<file path="src/rtl/muldiv_sequencer.sv">
// Iterative multiply/divide sequencer for the EX stage. It borrows the shared ALU for one ADD
// per multiply step, or for one SLTU plus one SUB per divide step. Sign fixup and the HI/LO
// result registers live here.
module muldiv_sequencer (
   input  logic        clk,
   input  logic        rst,
   input  logic        start,
   input  logic [1:0]  op,
   input  logic [31:0] op_a,
   input  logic [31:0] op_b,
   input  logic        flush,
   output logic        busy,
   output logic        done,
   output logic [31:0] hi,
   output logic [31:0] lo,
   output logic        alu_own,
   output logic [31:0] alu_a,
   output logic [31:0] alu_b,
   output logic [3:0]  alu_op,
   input  logic [31:0] alu_result
);

   localparam logic [3:0] AluAdd  = 4'b0010;
   localparam logic [3:0] AluSub  = 4'b0110;
   localparam logic [3:0] AluSltu = 4'b0100;

   typedef enum logic [2:0] {
      StIdle, StPrep, StMulIter, StDivCmp, StDivSub, StFixup, StDone
   } state_e;

   state_e      state_q;
   logic [1:0]  op_q;
   logic [31:0] a_q;       // original op_a, kept for the divide-by-zero result
   logic [31:0] b_q;       // op_b, replaced by |op_b| in PREP (multiplicand / divisor)
   logic        sa_q, sb_q;
   logic [31:0] acc_hi_q;  // product high half / partial remainder
   logic [31:0] acc_lo_q;  // product low half / quotient
   logic        top_q, lt_q;
   logic [4:0]  cnt_q;
   logic [31:0] hi_q, lo_q;

   logic [31:0] mul_s;
   logic        mul_c;
   logic [31:0] div_shift;
   logic [63:0] prod_fix;
   logic [31:0] quo_fix, rem_fix;
   logic        signed_op;

   // Per-step datapath values and final sign corrections.
   always_comb begin
      signed_op = ~op_q[0];
      mul_s     = acc_lo_q[0] ? alu_result : acc_hi_q;
      // Carry out of the 32-bit add recovered from the wrapped sum.
      mul_c     = acc_lo_q[0] & (alu_result < acc_hi_q);
      div_shift = {acc_hi_q[30:0], acc_lo_q[31]};
      prod_fix  = {acc_hi_q, acc_lo_q};
      if (sa_q ^ sb_q) prod_fix = -prod_fix;
      quo_fix   = (sa_q ^ sb_q) ? -acc_lo_q : acc_lo_q;
      rem_fix   = sa_q ? -acc_hi_q : acc_hi_q;
   end

   // Sequencer state, iteration datapath and result registers.
   always_ff @(posedge clk) begin
      if (rst) begin
         state_q  <= StIdle;
         op_q     <= 2'b00;
         a_q      <= '0;
         b_q      <= '0;
         sa_q     <= 1'b0;
         sb_q     <= 1'b0;
         acc_hi_q <= '0;
         acc_lo_q <= '0;
         top_q    <= 1'b0;
         lt_q     <= 1'b0;
         cnt_q    <= '0;
         hi_q     <= '0;
         lo_q     <= '0;
      end else if (flush && state_q != StIdle) begin
         state_q <= StIdle;
      end else begin
         unique case (state_q)
            StIdle: begin
               if (start && !flush) begin
                  op_q    <= op;
                  a_q     <= op_a;
                  b_q     <= op_b;
                  state_q <= StPrep;
               end
            end
            StPrep: begin
               sa_q     <= signed_op & a_q[31];
               sb_q     <= signed_op & b_q[31];
               acc_lo_q <= (signed_op & a_q[31]) ? -a_q : a_q;
               b_q      <= (signed_op & b_q[31]) ? -b_q : b_q;
               acc_hi_q <= '0;
               cnt_q    <= '0;
               state_q  <= op_q[1] ? StDivCmp : StMulIter;
            end
            StMulIter: begin
               acc_hi_q <= {mul_c, mul_s[31:1]};
               acc_lo_q <= {mul_s[0], acc_lo_q[31:1]};
               cnt_q    <= cnt_q + 5'd1;
               if (cnt_q == 5'd31) state_q <= StFixup;
            end
            StDivCmp: begin
               acc_hi_q <= div_shift;
               top_q    <= acc_hi_q[31];
               lt_q     <= alu_result[0];
               acc_lo_q <= {acc_lo_q[30:0], 1'b0};
               state_q  <= StDivSub;
            end
            StDivSub: begin
               // top covers a 33-bit partial remainder that always exceeds the divisor.
               if (top_q || !lt_q) begin
                  acc_hi_q    <= alu_result;
                  acc_lo_q[0] <= 1'b1;
               end
               cnt_q   <= cnt_q + 5'd1;
               state_q <= (cnt_q == 5'd31) ? StFixup : StDivCmp;
            end
            StFixup: begin
               if (!op_q[1]) begin
                  hi_q <= prod_fix[63:32];
                  lo_q <= prod_fix[31:0];
               end else if (b_q == 32'd0) begin
                  hi_q <= a_q;
                  lo_q <= 32'hFFFF_FFFF;
               end else begin
                  hi_q <= rem_fix;
                  lo_q <= quo_fix;
               end
               state_q <= StDone;
            end
            StDone:  state_q <= StIdle;
            default: state_q <= StIdle;
         endcase
      end
   end

   // Status and ALU request decoded from the registered state.
   always_comb begin
      busy    = (state_q != StIdle);
      done    = (state_q == StDone);
      alu_own = 1'b0;
      alu_a   = '0;
      alu_b   = '0;
      alu_op  = AluAdd;
      unique case (state_q)
         StMulIter: begin
            alu_own = 1'b1;
            alu_a   = acc_hi_q;
            alu_b   = b_q;
            alu_op  = AluAdd;
         end
         StDivCmp: begin
            alu_own = 1'b1;
            alu_a   = div_shift;
            alu_b   = b_q;
            alu_op  = AluSltu;
         end
         StDivSub: begin
            alu_own = 1'b1;
            alu_a   = acc_hi_q;
            alu_b   = b_q;
            alu_op  = AluSub;
         end
         default: ;
      endcase
      hi = hi_q;
      lo = lo_q;
   end

endmodule
</file>
<file path="config.mk">
export PLATFORM = sky130hd
export DESIGN_NAME = muldiv_sequencer
export DESIGN_NICKNAME = d
export VERILOG_FILES = /design/src/rtl/muldiv_sequencer.sv
export SDC_FILE = /design/constraint.sdc
export NUM_CORES = 1
export LEC_CHECK = 0
export ABC_CLOCK_PERIOD_IN_PS = 3560
export CAP_MARGIN = 20
export CORE_ASPECT_RATIO = 0.75
export CORE_MARGIN = 8
export CORE_UTILIZATION = 40
export DETAILED_ROUTE_END_ITERATION = 8
export PLACE_DENSITY_LB_ADDON = 0.1
export SLEW_MARGIN = 5
export SYNTH_ARGS = -nofsm -noshare
export SYNTH_HDL_FRONTEND = slang
export SYNTH_SLANG_ARGS = --single-unit
</file>
<file path="constraint.sdc">
create_clock -name clk -period 3.56 [get_ports clk]
set_clock_uncertainty 0.2 [all_clocks]
set_input_delay 0.712 -clock clk [delete_from_list [all_inputs] [get_ports clk]]
set_output_delay 0.712 -clock clk [all_outputs]
set_load 0.02 [all_outputs]
</file>
Yosys cells after proc, flatten, opt, wreduce, memory -nomap -nowiden
Cells that the tools add are included.
Storage, ports and cells
  logic and storage cells: 89
  register bits after elaboration: 206
  output and inout port bits: 135
  input port bits: 102
Cells by class
  $add $sub $neg: 6
  bitwise gates (word level): 6
  eq/ne operators: 11
  multiplexer cells: 27
  order comparisons: 1
  reduce and logical (&&, ||, !) cells: 24
Operators with widths (count)
  $mux 32: 12
  $neg 32->32: 4
  $pmux 32 s2: 2
  $pmux 32 s4: 1
  $pmux 31 s3: 1
  $mux 64: 1
  $neg 64->64: 1
  $logic_not 32->1: 1
  $lt 32x32->1: 1
  $pmux 3 s6: 1
  $reduce_and 2->1: 6
  $pmux 5 s2: 1
  $eq 3x3->1 const B: 3
  $mux 3: 3
  $ne 2x2->1 const B: 4
  $eq 3x2->1 const B: 2
  $pmux 3 s2: 1
  $reduce_and 3->1: 2
  $reduce_bool 3->1: 2
  $add 5x1->5 const B: 1
  $eq 5x5->1 const B: 1
  $pmux 1 s4: 1
  $reduce_and 4->1: 1
  $reduce_bool 2->1: 2
  12 further kinds: 20

Depth between registers and ports, before layout
  depth after elaboration: 4
  mapped depth: 13
  gate-level depth less buffers: 9

Worst setup path before layout
OpenSTA, ideal clock, no wires.
  path kind: register to register
  start: register acc_lo_q[0]
  end: register hi_q[18] (netlist: hi[18])
  path buffers: 3
  slack: 0.509 ns
  cell stages (with the launch flop): 13
  data arrival time: 2.734 ns
  setup time: 0.117 ns
  required time: 3.243 ns
  period minus slack after synthesis: 3.051 ns
  cell sequence: dfxtp_1 clkbuf_1 buf_1 inv_1 ha_1 nor3b_1 and3_1 clkbuf_1 nand4_4 o31ai_2 xnor2_1 o22ai_1 a22o_1
On the way
  word-level cells in the longest chain between the ends: 3
Ends and longest elaborated chain
  from (decl): RTL line 37  | logic [31:0] acc_lo_q;
  from (signal assigned): RTL line 93  | acc_lo_q <= (signed_op & a_q[31]) ? -a_q : a_q;
  from (signal assigned): RTL line 101  | acc_lo_q <= {mul_s[0], acc_lo_q[31:1]};
  from (signal assigned): RTL line 109  | acc_lo_q <= {acc_lo_q[30:0], 1'b0};
  $neg 64->64: RTL line 57  | if (sa_q ^ sb_q) prod_fix = -prod_fix;
  $mux 64: RTL line 57
  $mux 32: RTL line 122  | if (!op_q[1]) begin
  to (signal assigned): RTL line 123  | hi_q <= prod_fix[63:32];
  to (signal assigned): RTL line 126  | hi_q <= a_q;
  to (signal assigned): RTL line 129  | hi_q <= rem_fix;
  to (decl): RTL line 40  | logic [31:0] hi_q, lo_q;
No other way between the ends.
A chain may end at the register's enable or synchronous reset.

Worst setup path after layout
  start: register state_q[1]
  end: output port alu_op[2]
On the way
  word-level cells in the longest chain between the ends: 2
Ends and longest elaborated chain
  from (decl): RTL line 31  | state_e state_q;
  from (signal assigned): RTL line 65  | state_q <= StIdle;
  from (signal assigned): RTL line 79  | state_q <= StIdle;
  from (signal assigned): RTL line 87  | state_q <= StPrep;
  $eq 3x3->1 / $eq 3x2->1 (equally long branches): RTL line 148  | unique case (state_q)
  $pmux 3 s2 *: RTL line 148
  to (decl): RTL line 19  | output logic [3:0] alu_op,
Mark *: on every way between the ends. The rest lies on a longest branch, timed or not.

==> summary by stage <==
Status
The flow ran to the end, and the final reports show no timing, DRC or antenna violations.

Critical path
STA classifies the critical path startpoint as a flip-flop. The arrival time of data at the critical path endpoint is 2510 ps. The worst setup path is captured at a primary output.

The peak per-stage delay on the critical path is 620 ps. The cell that appears most often on the critical path is sky130_fd_sc_hd__buf_4. For this design, the slowest cell found on the critical path is sky130_fd_sc_hd__clkdlybuf4s50_1. The required time at the worst-slack endpoint is 2650 ps. The signal on the critical path passes through buf_4 > nor2b_4 > and2_1 > inv_1 > buf_4 > nand2_1 > clkdlybuf4s50_1.

The worst-path maximum fanout is 36. In this run the critical register-to-register path is launched from b_q[0]. The endpoint of the most critical register-to-register path is hi[27]. The setup slack of the most critical reg-to-reg path is 320 ps.

The setup path with the least slack is of type flip-flop to primary output. The path depth of the worst reg2reg path is 9.

Placed design
The worst setup slack before clock tree synthesis is 392 ps. Once placement finished, the instance area stood at 16800 um2. The count of buffers added on input and output ports is 234.

The total half-perimeter wirelength after legalization and detailed placement is 41000 um. The congestion estimate from routability-driven global placement came to 0.928.

Floorplanning
The core outline area is 34700 um2. The area of the die is 41500 um2. The initial utilization of the core area, before any placement, comes to 0.406. The number of rows created at floorplan is 59. Measured along the y axis, the die boundary spans 178 um.

Pin placement for this block handled 237 I/O pins. The floorplan step set the die width to 233 um.

Clock tree
CTS saw 206 sinks. Clock-pin slew was measured on the worst setup and hold paths at 60 ps. Hold repair after CTS inserted 0 buffers.

The tree is rooted in a sky130_fd_sc_hd__clkbuf_16. The longest clock path from root to sink contains 3 buffers. The total setup buffers inserted after CTS is 0.

The CTS H-tree depth is 1. The TritonCTS clock tree is yes. The number of clock buffers added by TritonCTS is 24. The later pin in the worst-skew pair is clocked with a latency of 540 ps.

Min path
For hold timing, the worst endpoint is cnt_q[4]. The worst hold path was traced through 2 stages. The startpoint of the tightest hold check path is cnt_q[4]. The path type of the worst min-delay path is flip-flop to flip-flop.

Pwr
The total power is 6.56 mW. For this design the ratio of total power to cell area is 369 nW/um2. The internal portion of total power is 4.60 mW. The peak ir drop on the vdd network is 0.281 mV. The share of total power dissipated in sequential elements is 0.381.

The share of total power dissipated in the clock network is 0.426. Of the total power, the share spent switching nets is 0.299. Summed over all cells, the static leakage comes to 6.54 nW.

The logic gate share of total power is 0.193. The switching power summed over all nets is 1.96 mW.

Synthesis
In this run, distinct cell masters in the synthesized netlist total 73. The most used flip-flop cell after synthesis is sky130_fd_sc_hd__dfxtp_1. The number of synthesized register bits is 206. The synthesized instance count is 1918.

The mapped netlist covers 14100 um2. The synthesized design contains 0 enable-type register cells. Of the synthesized area, sequential elements account for 0.293. The warning count from the yosys run is 0. The mean instance size in the synthesized netlist is 7.34 um2. For this run, asynchronously set or reset flops after synthesis account for 0.

Global routing
Entering global routing, the biggest net connects 76 pins. After global routing the overflow that remains totals 0. The number of antenna violations at the first check in global routing is 1. The global router's overall resource usage is 0.254. The first global-routing pass estimated 84200 um of wire.

The number of global-route vias before repair is 14200.

Routing
The total via count in the routed design is 15000. In the final routed layout, each cell accounts on average for 21.7 um. The post-route DRC violation count is 0. The DRC violation total after the first TritonRoute iteration is 1446. After detailed routing, the total wire length is 55000 um.

The first-pass detailed-route iteration total is 7. In the routed layout, each cell is associated on average with a via count of 5.93. The final antenna-violating net count is 0.

Timing
The total setup violations reported at the end of the flow is 0. The count of final hold-check violations was 0. For the final routed database, the setup TNS stands at 0 ps. Setup repair after global routing left no endpoint under its margin.

The final-report max-slew violation count came to 0. Of the available clock period, the critical path in the final layout requires 0.961. The achievable clock frequency is 0.292 GHz.

The worst-case headroom to the max-slew limit is 0.406. The slew at the pin with the worst max-slew slack is 891 ps. Across all setup checks in the final design, the least slack found is 138 ps.

The minimum clock period after layout is 3420 ps.

Cells and area
The repair_antennas step left the layout with diodes totalling 0. The area occupied by registers is 4130 um2. The layout has 3450 filler cells. The cell area after layout is 17800 um2.

Summing all multi-input logic gate instances after layout gives 9120 um2. After the last flow step, the layout net total stands at 2195. The post-synthesis to final-layout area growth is 26.3%. In the final layout, the share of cells above drive strength 1 is 0.0656. The utilization of the core after routing is 0.513.

Run
The reported max-cap violation count is 0.
-- cells by family (layout without fill, tap and decap cells) --
| logic type | count (synthesis) | after routing | share of synthesized area |
|---|---|---|---|
| AO/OA/AOI/OAI | 584 | 584 | 0.264 |
| AND/OR/NAND/NOR | 672 | 672 | 0.227 |
| other | 1 | 2 | 0.000266 |
| buffers and inverters | 237 | 392 | 0.0646 |
| multiplexers | 65 | 65 | 0.0463 |
| XOR/XNOR | 116 | 116 | 0.0721 |
| flip-flops | 206 | 206 | 0.293 |
| adder cells (fa/ha/maj) | 37 | 37 | 0.0329 |
-- layout make-up --
| type | instances | share of cell area |
|---|---|---|
| Clock buffer | 37 | 0.0405 |
| Clock inverter | 7 | 0.00915 |
| Inverter | 54 | 0.0114 |
| Multi-Input combinational cell | 1476 | 0.513 |
| Tap cell | 457 | 0.0322 |
| Timing Repair Buffer | 294 | 0.162 |
| Sequential cell | 206 | 0.232 |
-- critical path, delay by kind of cell, from the launching register on --
family                 cells  cell delay, ps
buffers and inverters      4            1080
and+or+nand+nor            3             540
DFF                        1             350
-- through the flow --
step / hold slack (ps) / instances
after CTS: 266 / 2531
after detailed placement: 258 / 2487
after global routing: 289 / 2531
final: 267 / 2531
after global placement: 242 / 2486
after floorplan: 236 / 1919
-- power groups by stage --
stage	Sequential (mW)	Combinational [mW]	Clock [mW]
after detailed placement	2.55	1.23	0
after CTS	2.50	1.24	2.83
after global placement	2.55	1.22	0
after global routing	2.51	1.37	2.92
final	2.50	1.26	2.80
after floorplan	2.47	0.826	0
-- state kept, by name (all words and copies together), names as in the netlist, 3 cells and up --
name      cells
acc_lo_q     32
acc_hi_q     32
hi           32
b_q          32
lo           32
state_q       3
a_q          32
cnt_q         5
-- cell usage in the layout, fill, tap and decap left out, types with 58 or more instances in the layout --
| cell type | instances |
|---|---|
| sky130_fd_sc_hd__dfxtp_1 | 203 |
| sky130_fd_sc_hd__mux2i_1 | 64 |
| sky130_fd_sc_hd__a21oi_1 | 137 |
| sky130_fd_sc_hd__o21ai_0 | 156 |
| sky130_fd_sc_hd__nor2_1 | 168 |
| sky130_fd_sc_hd__buf_4 | 58 |
| sky130_fd_sc_hd__nand2_1 | 248 |
| sky130_fd_sc_hd__clkdlybuf4s50_1 | 201 |
| sky130_fd_sc_hd__xnor2_1 | 85 |
-- Yosys cell counts (all sizes together) (5+ instances only) --
library cell    n  area [um2]
xor2           30         263
o31ai          19         153
a21o           14         105
mux2i          64         641
nand4          21         146
o221ai         10        93.8
or3            12        75.1
a221oi         11        96.3
or4            19         150
nor2          173         652
a22o            5        43.8
and2            6        37.5
o41ai          13         136
buf            20        95.1
nand3          33         165
a211oi         50         375
nor3b           6        45.0
and3            7        43.8
inv            52         195
clkbuf        163         612
xnor2          86         753
ha             37         463
o21ai         159         796
a41oi           7        61.3
nor3           55         285
nor2b          34         213
a21oi         137         686
nor4           29         181
nand2         248         931
dfxtp         206        4120
o22ai          22         138
o211ai         39         293
a22oi          41         308
a31oi          32         200
nand2b          8        50.1
-- layer usage --
metal,share of wire,up-vias,GRT usage
met5,0.00024,-,0.00120
met4,0.021,2,0.0578
met3,0.090,68,0.0542
met2,0.43,648,0.376
met1,0.46,7093,0.370
li1,-,7189,-
-- worst max path at each step --
stage	depth (start not counted)	start	to
finish	7	state_q[1]	alu_op[2]
global placement	7	flush	b_q[11]
CTS	7	state_q[1]	alu_a[10]
floorplan	12	acc_lo_q[0]	hi[18]
global route	7	state_q[1]	alu_op[2]
detailed placement	8	b_q[0]	hi[12]
-- timing repair --
| action | 4_1_cts | 5_1_grt |
|---|---|---|
| hold endpoints to repair | 0 | 0 |
| resized for setup | 5 | 31 |
| setup endpoints to repair | 24 | 49 |
(Power assumes the default switching activity.)
